[src/rtl/mem_arbiter.sv]
// Burst memory arbiter: round-robin sharing of one backing-memory port between
// icache line reads and dcache line reads/writebacks, with beat (de)serialisation.
module mem_arbiter #(
    parameter int LINE_BITS = 256,
    parameter int BEAT_BITS = 64,
    parameter int ADDR_W    = 32
) (
    input  logic                 clk,
    input  logic                 rst_n,
    input  logic [ADDR_W-1:0]    i_addr,
    input  logic                 i_read,
    output logic [LINE_BITS-1:0] i_rdata,
    output logic                 i_resp,
    input  logic [ADDR_W-1:0]    d_addr,
    input  logic                 d_read,
    input  logic                 d_write,
    input  logic [LINE_BITS-1:0] d_wdata,
    output logic [LINE_BITS-1:0] d_rdata,
    output logic                 d_resp,
    output logic [ADDR_W-1:0]    bmem_addr,
    output logic                 bmem_read,
    output logic                 bmem_write,
    output logic [BEAT_BITS-1:0] bmem_wdata,
    input  logic                 bmem_ready,
    input  logic [BEAT_BITS-1:0] bmem_rdata,
    input  logic                 bmem_rvalid
);
    localparam int BEATS = LINE_BITS / BEAT_BITS;
    localparam int CNT_W = $clog2(BEATS);
    localparam int OFF_W = $clog2(LINE_BITS / 8);

    typedef enum logic [2:0] {ST_IDLE, ST_RD_CMD, ST_RD_DATA, ST_WR, ST_RESP} state_t;
    typedef enum logic {GNT_I, GNT_D} gnt_t;

    state_t               r_state;
    gnt_t                 r_last_grant;
    logic [CNT_W-1:0]     r_beat_cnt;
    logic [LINE_BITS-1:0] r_line;

    logic                 w_i_req;
    logic                 w_d_req;
    logic                 w_pick_d;
    logic                 w_last;
    logic [CNT_W-1:0]     w_cnt_nxt;
    logic [ADDR_W-1:0]    w_addr_sel;
    logic [LINE_BITS-1:0] w_fill;

    always_comb begin
        w_i_req    = i_read;
        w_d_req    = d_read | d_write;
        // r_last_grant doubles as the owner of the transaction in flight
        w_pick_d   = w_d_req && (!w_i_req || r_last_grant == GNT_I);
        w_addr_sel = w_pick_d ? d_addr : i_addr;
        w_addr_sel[OFF_W-1:0] = '0;
        w_cnt_nxt  = r_beat_cnt + CNT_W'(1);
        w_last     = (r_beat_cnt == CNT_W'(BEATS - 1));
        w_fill     = r_line;
        w_fill[int'(r_beat_cnt)*BEAT_BITS +: BEAT_BITS] = bmem_rdata;
    end

    always_ff @(posedge clk or negedge rst_n) begin
        if (!rst_n) begin
            r_state      <= ST_IDLE;
            r_last_grant <= GNT_D;
            r_beat_cnt   <= '0;
            r_line       <= '0;
            i_rdata      <= '0;
            i_resp       <= 1'b0;
            d_rdata      <= '0;
            d_resp       <= 1'b0;
            bmem_addr    <= '0;
            bmem_read    <= 1'b0;
            bmem_write   <= 1'b0;
            bmem_wdata   <= '0;
        end else begin
            case (r_state)
                ST_IDLE: begin
                    if (w_i_req || w_d_req) begin
                        r_last_grant <= w_pick_d ? GNT_D : GNT_I;
                        bmem_addr    <= w_addr_sel;
                        r_beat_cnt   <= '0;
                        if (w_pick_d && d_write) begin
                            r_line     <= d_wdata;
                            bmem_write <= 1'b1;
                            bmem_wdata <= d_wdata[BEAT_BITS-1:0];
                            r_state    <= ST_WR;
                        end else begin
                            bmem_read <= 1'b1;
                            r_state   <= ST_RD_CMD;
                        end
                    end
                end
                ST_RD_CMD: begin
                    if (bmem_ready) begin
                        bmem_read <= 1'b0;
                        r_state   <= ST_RD_DATA;
                    end
                end
                ST_RD_DATA: begin
                    if (bmem_rvalid) begin
                        r_line     <= w_fill;
                        r_beat_cnt <= w_cnt_nxt;
                        if (w_last) begin
                            // Final beat goes straight to the response register
                            bmem_addr <= '0;
                            r_state   <= ST_RESP;
                            if (r_last_grant == GNT_I) begin
                                i_resp  <= 1'b1;
                                i_rdata <= w_fill;
                            end else begin
                                d_resp  <= 1'b1;
                                d_rdata <= w_fill;
                            end
                        end
                    end
                end
                ST_WR: begin
                    if (bmem_ready) begin
                        r_beat_cnt <= w_cnt_nxt;
                        if (w_last) begin
                            bmem_write <= 1'b0;
                            bmem_wdata <= '0;
                            bmem_addr  <= '0;
                            d_resp     <= 1'b1;
                            r_state    <= ST_RESP;
                        end else begin
                            bmem_wdata <= r_line[int'(w_cnt_nxt)*BEAT_BITS +: BEAT_BITS];
                        end
                    end
                end
                ST_RESP: begin
                    i_resp  <= 1'b0;
                    d_resp  <= 1'b0;
                    r_state <= ST_IDLE;
                end
                default: r_state <= ST_IDLE;
            endcase
        end
    end
endmodule

[config.mk]
export PLATFORM = sky130hd
export DESIGN_NAME = mem_arbiter
export DESIGN_NICKNAME = d
export VERILOG_FILES = /design/src/rtl/mem_arbiter.sv
export SDC_FILE = /design/constraint.sdc
export NUM_CORES = 2
export LEC_CHECK = 0
export BUFFER_PORTS_ARGS = -buffer_cell sky130_fd_sc_hd__buf_2
export CAP_MARGIN = 40
export CORE_AREA = 2 2 393 395
export CTS_BUF_LIST = sky130_fd_sc_hd__clkbuf_8
export DETAILED_ROUTE_END_ITERATION = 10
export DIE_AREA = 0 0 395 397
export PLACE_DENSITY_LB_ADDON = 0.1
export SKIP_CTS_REPAIR_TIMING = 1
export SLEW_MARGIN = 20
export SYNTH_ARGS = -nofsm -noshare
export SYNTH_HDL_FRONTEND = slang
export SYNTH_SLANG_ARGS = --single-unit
export TNS_END_PERCENT = 50
[constraint.sdc]
create_clock -name clk -period 3.06 [get_ports clk]
set_input_delay 0.612 -clock clk [delete_from_list [all_inputs] [get_ports clk]]
set_output_delay 0.612 -clock clk [all_outputs]
set_load 0.005 [all_outputs]
==> results.md <==
- The run finished with clean final reports.
- The critical path launch point type is a register.
- The height of the die is ~400 um.
- The area fraction in compound gates after synthesis is 25.0%.
- For this run the aggregate overflow at the end of global routing stands at 0.
- The per-cell routed wire length is around 28 um.
- Setup repair after global routing left no endpoint under its margin.
- The most critical setup path has its endpoint at i_rdata[255].
- The die extent in x is roughly 400 um.
- Of all nets on the critical path, the largest fanout is 14.
- The clock net in this run drives a total of slightly below 900 sinks.
- The share of synthesized cell area in and, or, nand and nor gates is a little under a tenth.
- The total wire length after detailed routing is 195000 um.
- The summed area of non-filler cells in the final layout is ~53000 sq um.
- By area, the combinational part of the netlist is dominated by compound AO/OA/AOI/OAI gates.
- The count of nets left with antenna violations once routing finished came out at 0.
- The number of placement rows is 144.
- The pin count of the biggest net entering global routing is roughly 110.
- By count the netlist is led by sky130_fd_sc_hd__dfrtp_1, sky130_fd_sc_hd__nand2_1, sky130_fd_sc_hd__o21ai_0.
- Global routing used around a quarter of the available tracks across all layers.
- The endpoint identified for the worst register-to-register timing path is i_rdata[255].
- The total cell area at the placement stage is 46700 sq um.
- Once the floorplan was initialized, standard cells occupied roughly 25% of the core.
- The tightest hold path in the finished design has a slack of roughly 0.035 ns.
- The number of hold violations in the final report is 0.
- The number of top-level pins is 1003.
- The adder-cell share of the synthesized area is less than 1%.
- The count of flip-flops with a built-in enable after synthesis is 0.
- The global routing met2 resource utilization is around two fifths.
- The area share of the largest cell type after synthesis is roughly 56%.
- The core region area is 153000 sq um.
- The shortest period the worst path allows is 2.67 ns.
- Summing every instance area after synthesis gives 38700 sq um.
- The routed via count is 35345.
- The routability-driven placement congestion ratio is between 0.8 and 0.9.
- The share of cells above drive strength 1 is between 20% and 30%.
- Of all flip-flops after synthesis, the portion carrying an async set or reset was 100%.
- The clock passes through at most 3 buffers.
- Of the post-synthesis cell area, the part taken by muxes is under 10%.
- The synthesized instance count is ~3700.
- The max-slew violation count was 0.
- TritonCTS built the clock tree.
- Data on the critical path is required at its endpoint by between 3 and 4 ns.
- The most instantiated flip-flop cell in the synthesis netlist is sky130_fd_sc_hd__dfrtp_1.
- The final net count is 5246.
- The post-route DRC violation count is 0.
- The setup slack at placement is 0.385 ns.
- In this run the worst setup path begins at r_beat_cnt[0].
- For this run, the register share of the synthesized area comes to between 50% and 60%.
- The clock-pin transition on the worst setup and hold timing paths is ~0.060 ns.
- The via count of the first global-routing pass was roughly 35000.
- The type of the worst setup path is register to register.
- After global routing, the most crowded layer is met2.
- The initial detailed-routing violation count is roughly 2800.
- The xor/xnor share of the synthesized area is 0%.
- The worst register-to-register path begins at r_beat_cnt[0].
- Synthesis inferred just under 900 register bits.
- The root buffer cell chosen for the clock tree is sky130_fd_sc_hd__clkbuf_8.
- The leakage power is between 20 and 30 nW.
- The worst-case IR drop observed on VDD is approximately 0.00060 V.
- Setup slack on the critical path of the routed design comes to between 0.3 and 0.4 ns.
- The wire-length estimate of the detail-placed layout is ~140000 um.
- After synthesis, the mean cell area works out to 10.6 sq um.
- The number of warnings issued by yosys is 0.
- The initial antenna violation count is 27.
- The worst clock skew is 0.0570 ns.
- At the pin with the least slew margin, the transition time is about 0.77 ns.
- The per-cell via count in the routed design is about 5.
- In the global route stage, met3 resource usage came out at between 7 and 8%.
- After routing, the total negative slack on setup checks comes to 0 ns.
- The max-capacitance violation count is 0.
- Relative to the synthesized area, the layout overhead comes to 36.6%.
- The tightest slew margin relative to the limit is between 40% and 50%.
- The class of the tightest hold or removal check is input pin to register.
- The share of the cycle needed by the critical path after routing is between 80% and 90%.
- The number of optimization iterations in the first detailed-route pass is 6.
- STA classifies the critical path endpoint as a register.
- The wire length of the first global-routing pass is approximately 270000 um.
- The depth of the CTS H-tree is 4.
- The total clock buffers created by CTS is 167.
- At the later pin of the worst-skew pair, clock insertion delay measures ~0.9 ns.
- The die outline area is roughly 160000 sq um.
- The achievable frequency is ~0.37 GHz.
- After synthesis, the cell types taking the most area are sky130_fd_sc_hd__dfrtp_1, sky130_fd_sc_hd__o21ai_0, sky130_fd_sc_hd__a221o_1, sky130_fd_sc_hd__nand2_1, sky130_fd_sc_hd__a21boi_1.
- In this run the power density over the cells is around 1000 nW/um^2.
- The number of input and output port buffers inserted is ~990.
- The most repeated cell in the gate-level netlist after synthesis is sky130_fd_sc_hd__dfrtp_1.
- The number of cell instances on the worst register-to-register path is 8.
- The met1 track demand over resource in global routing is between 30% and 40%.
- Data on the critical path arrives at its endpoint at between 3 and 4 ns.
- Setup violations remaining at the end of the flow were counted as 0.
- The total power is approximately 0.053 W.
- After synthesis, the netlist uses 48 different library cells.
- For flop-to-flop paths, the worst setup slack is around 0.39 ns.
- The cell type with the highest aggregate area in the netlist is sky130_fd_sc_hd__dfrtp_1.
==> sequential cells by signal (all words and copies together) (netlist names) <==
signal,flops
d_rdata,256
i_rdata,256
r_line,256
bmem_wdata,64
bmem_addr,27
r_state,3
r_beat_cnt,2
bmem_read,1
bmem_write,1
d_resp,1
i_resp,1
r_last_grant,1
==> logic make-up (layout without fill, tap and decap cells) <==
group                    Yosys count  in the layout
AO/OA/AOI/OAI                   1454           1454
adder cells (fa/ha/maj)            6              6
buffers and inverters            408           1737
flip-flops                       869            869
multiplexers                      93             93
other                              1             21
AND/OR/NAND/NOR                  819            819
==> worst min-delay path by stage <==
stage                             from              to  slack (ns)  depth (start not counted)
after global placement    d_rdata[150]    d_rdata[150]        0.46                          2
after detailed placement  i_rdata[162]    i_rdata[162]        0.46                          2
after global routing         i_addr[5]    bmem_addr[5]      0.0007                          3
after CTS                        rst_n  bmem_wdata[58]       -0.41                          1
final                       d_addr[27]   bmem_addr[27]        0.04                          3
after floorplan                  rst_n   bmem_addr[10]        0.32                          0
==> per-stage QoR <==
step	utilization (%)	std cells
2_1_floorplan	-	3654
5_1_grt	34.6	7040
6_report	34.6	7043
4_1_cts	32.7	6745
3_5_place_dp	30.5	6442
3_3_place_gp	30.5	6442
==> layout by cell type, fill, tap and decap left out, types with 17 or more instances in the layout <==
| cell | synthesis | final |
|---|---|---|
| sky130_fd_sc_hd__nor2_1 | 74 | 68 |
| sky130_fd_sc_hd__a22oi_1 | 96 | 96 |
| sky130_fd_sc_hd__dlygate4sd3_1 | 0 | 282 |
| sky130_fd_sc_hd__a21boi_0 | 17 | 17 |
| sky130_fd_sc_hd__dfrtp_1 | 868 | 867 |
| sky130_fd_sc_hd__buf_2 | 124 | 986 |
| sky130_fd_sc_hd__mux2i_1 | 28 | 28 |
| sky130_fd_sc_hd__mux4_2 | 64 | 64 |
| sky130_fd_sc_hd__a21oi_1 | 261 | 261 |
| sky130_fd_sc_hd__nand2_1 | 522 | 521 |
| sky130_fd_sc_hd__inv_1 | 6 | 71 |
| sky130_fd_sc_hd__buf_4 | 6 | 94 |
| sky130_fd_sc_hd__clkbuf_8 | 0 | 210 |
| sky130_fd_sc_hd__a221o_1 | 256 | 256 |
| sky130_fd_sc_hd__a32oi_1 | 33 | 33 |
| sky130_fd_sc_hd__o21ai_0 | 517 | 516 |
| sky130_fd_sc_hd__nor2b_1 | 192 | 192 |
| sky130_fd_sc_hd__buf_12 | 0 | 65 |
| sky130_fd_sc_hd__o2bb2ai_1 | 28 | 28 |
| sky130_fd_sc_hd__a21boi_1 | 240 | 240 |
==> per-layer routing <==
layer	up-vias	wire length, um	part of all wire [%]
met5	-	82	0.042
met1	17892	83700	43
met4	12	5170	2.6
li1	15621	-	-
met2	1518	91800	47
met3	302	14600	7.5
==> where the power goes <==
group | internal, W | leakage (nW) | switching (W)
clock | 0.00617 | 1.96 | 0.00556
sequential | 0.0159 | 11.5 | 0.00298
combinational | 0.00942 | 11.8 | 0.0133
==> critical path, cell delays in order, from the launching register on <==
cell,delay (ns)
sky130_fd_sc_hd__dfrtp_4,0.55
sky130_fd_sc_hd__inv_1,0.25
sky130_fd_sc_hd__ha_4,0.29
sky130_fd_sc_hd__nand3b_1,0.38
sky130_fd_sc_hd__nor2_4,0.23
sky130_fd_sc_hd__buf_4,0.37
sky130_fd_sc_hd__a21oi_1,0.18
sky130_fd_sc_hd__buf_4,0.19
sky130_fd_sc_hd__o21ai_0,0.13
==> layout make-up <==
class | count | area (sq um)
inverter | 6 | 25.0
clock inverter | 93 | 445
multi-input combinational | 2377 | 15400
tap | 2044 | 2560
fill | 16023 | 100000
antenna | 16 | 40.0
clock buffer | 210 | 2890
timing repair buffer | 1428 | 9780
sequential | 869 | 21800
No activity file was read; power rests on OpenSTA's default activity.
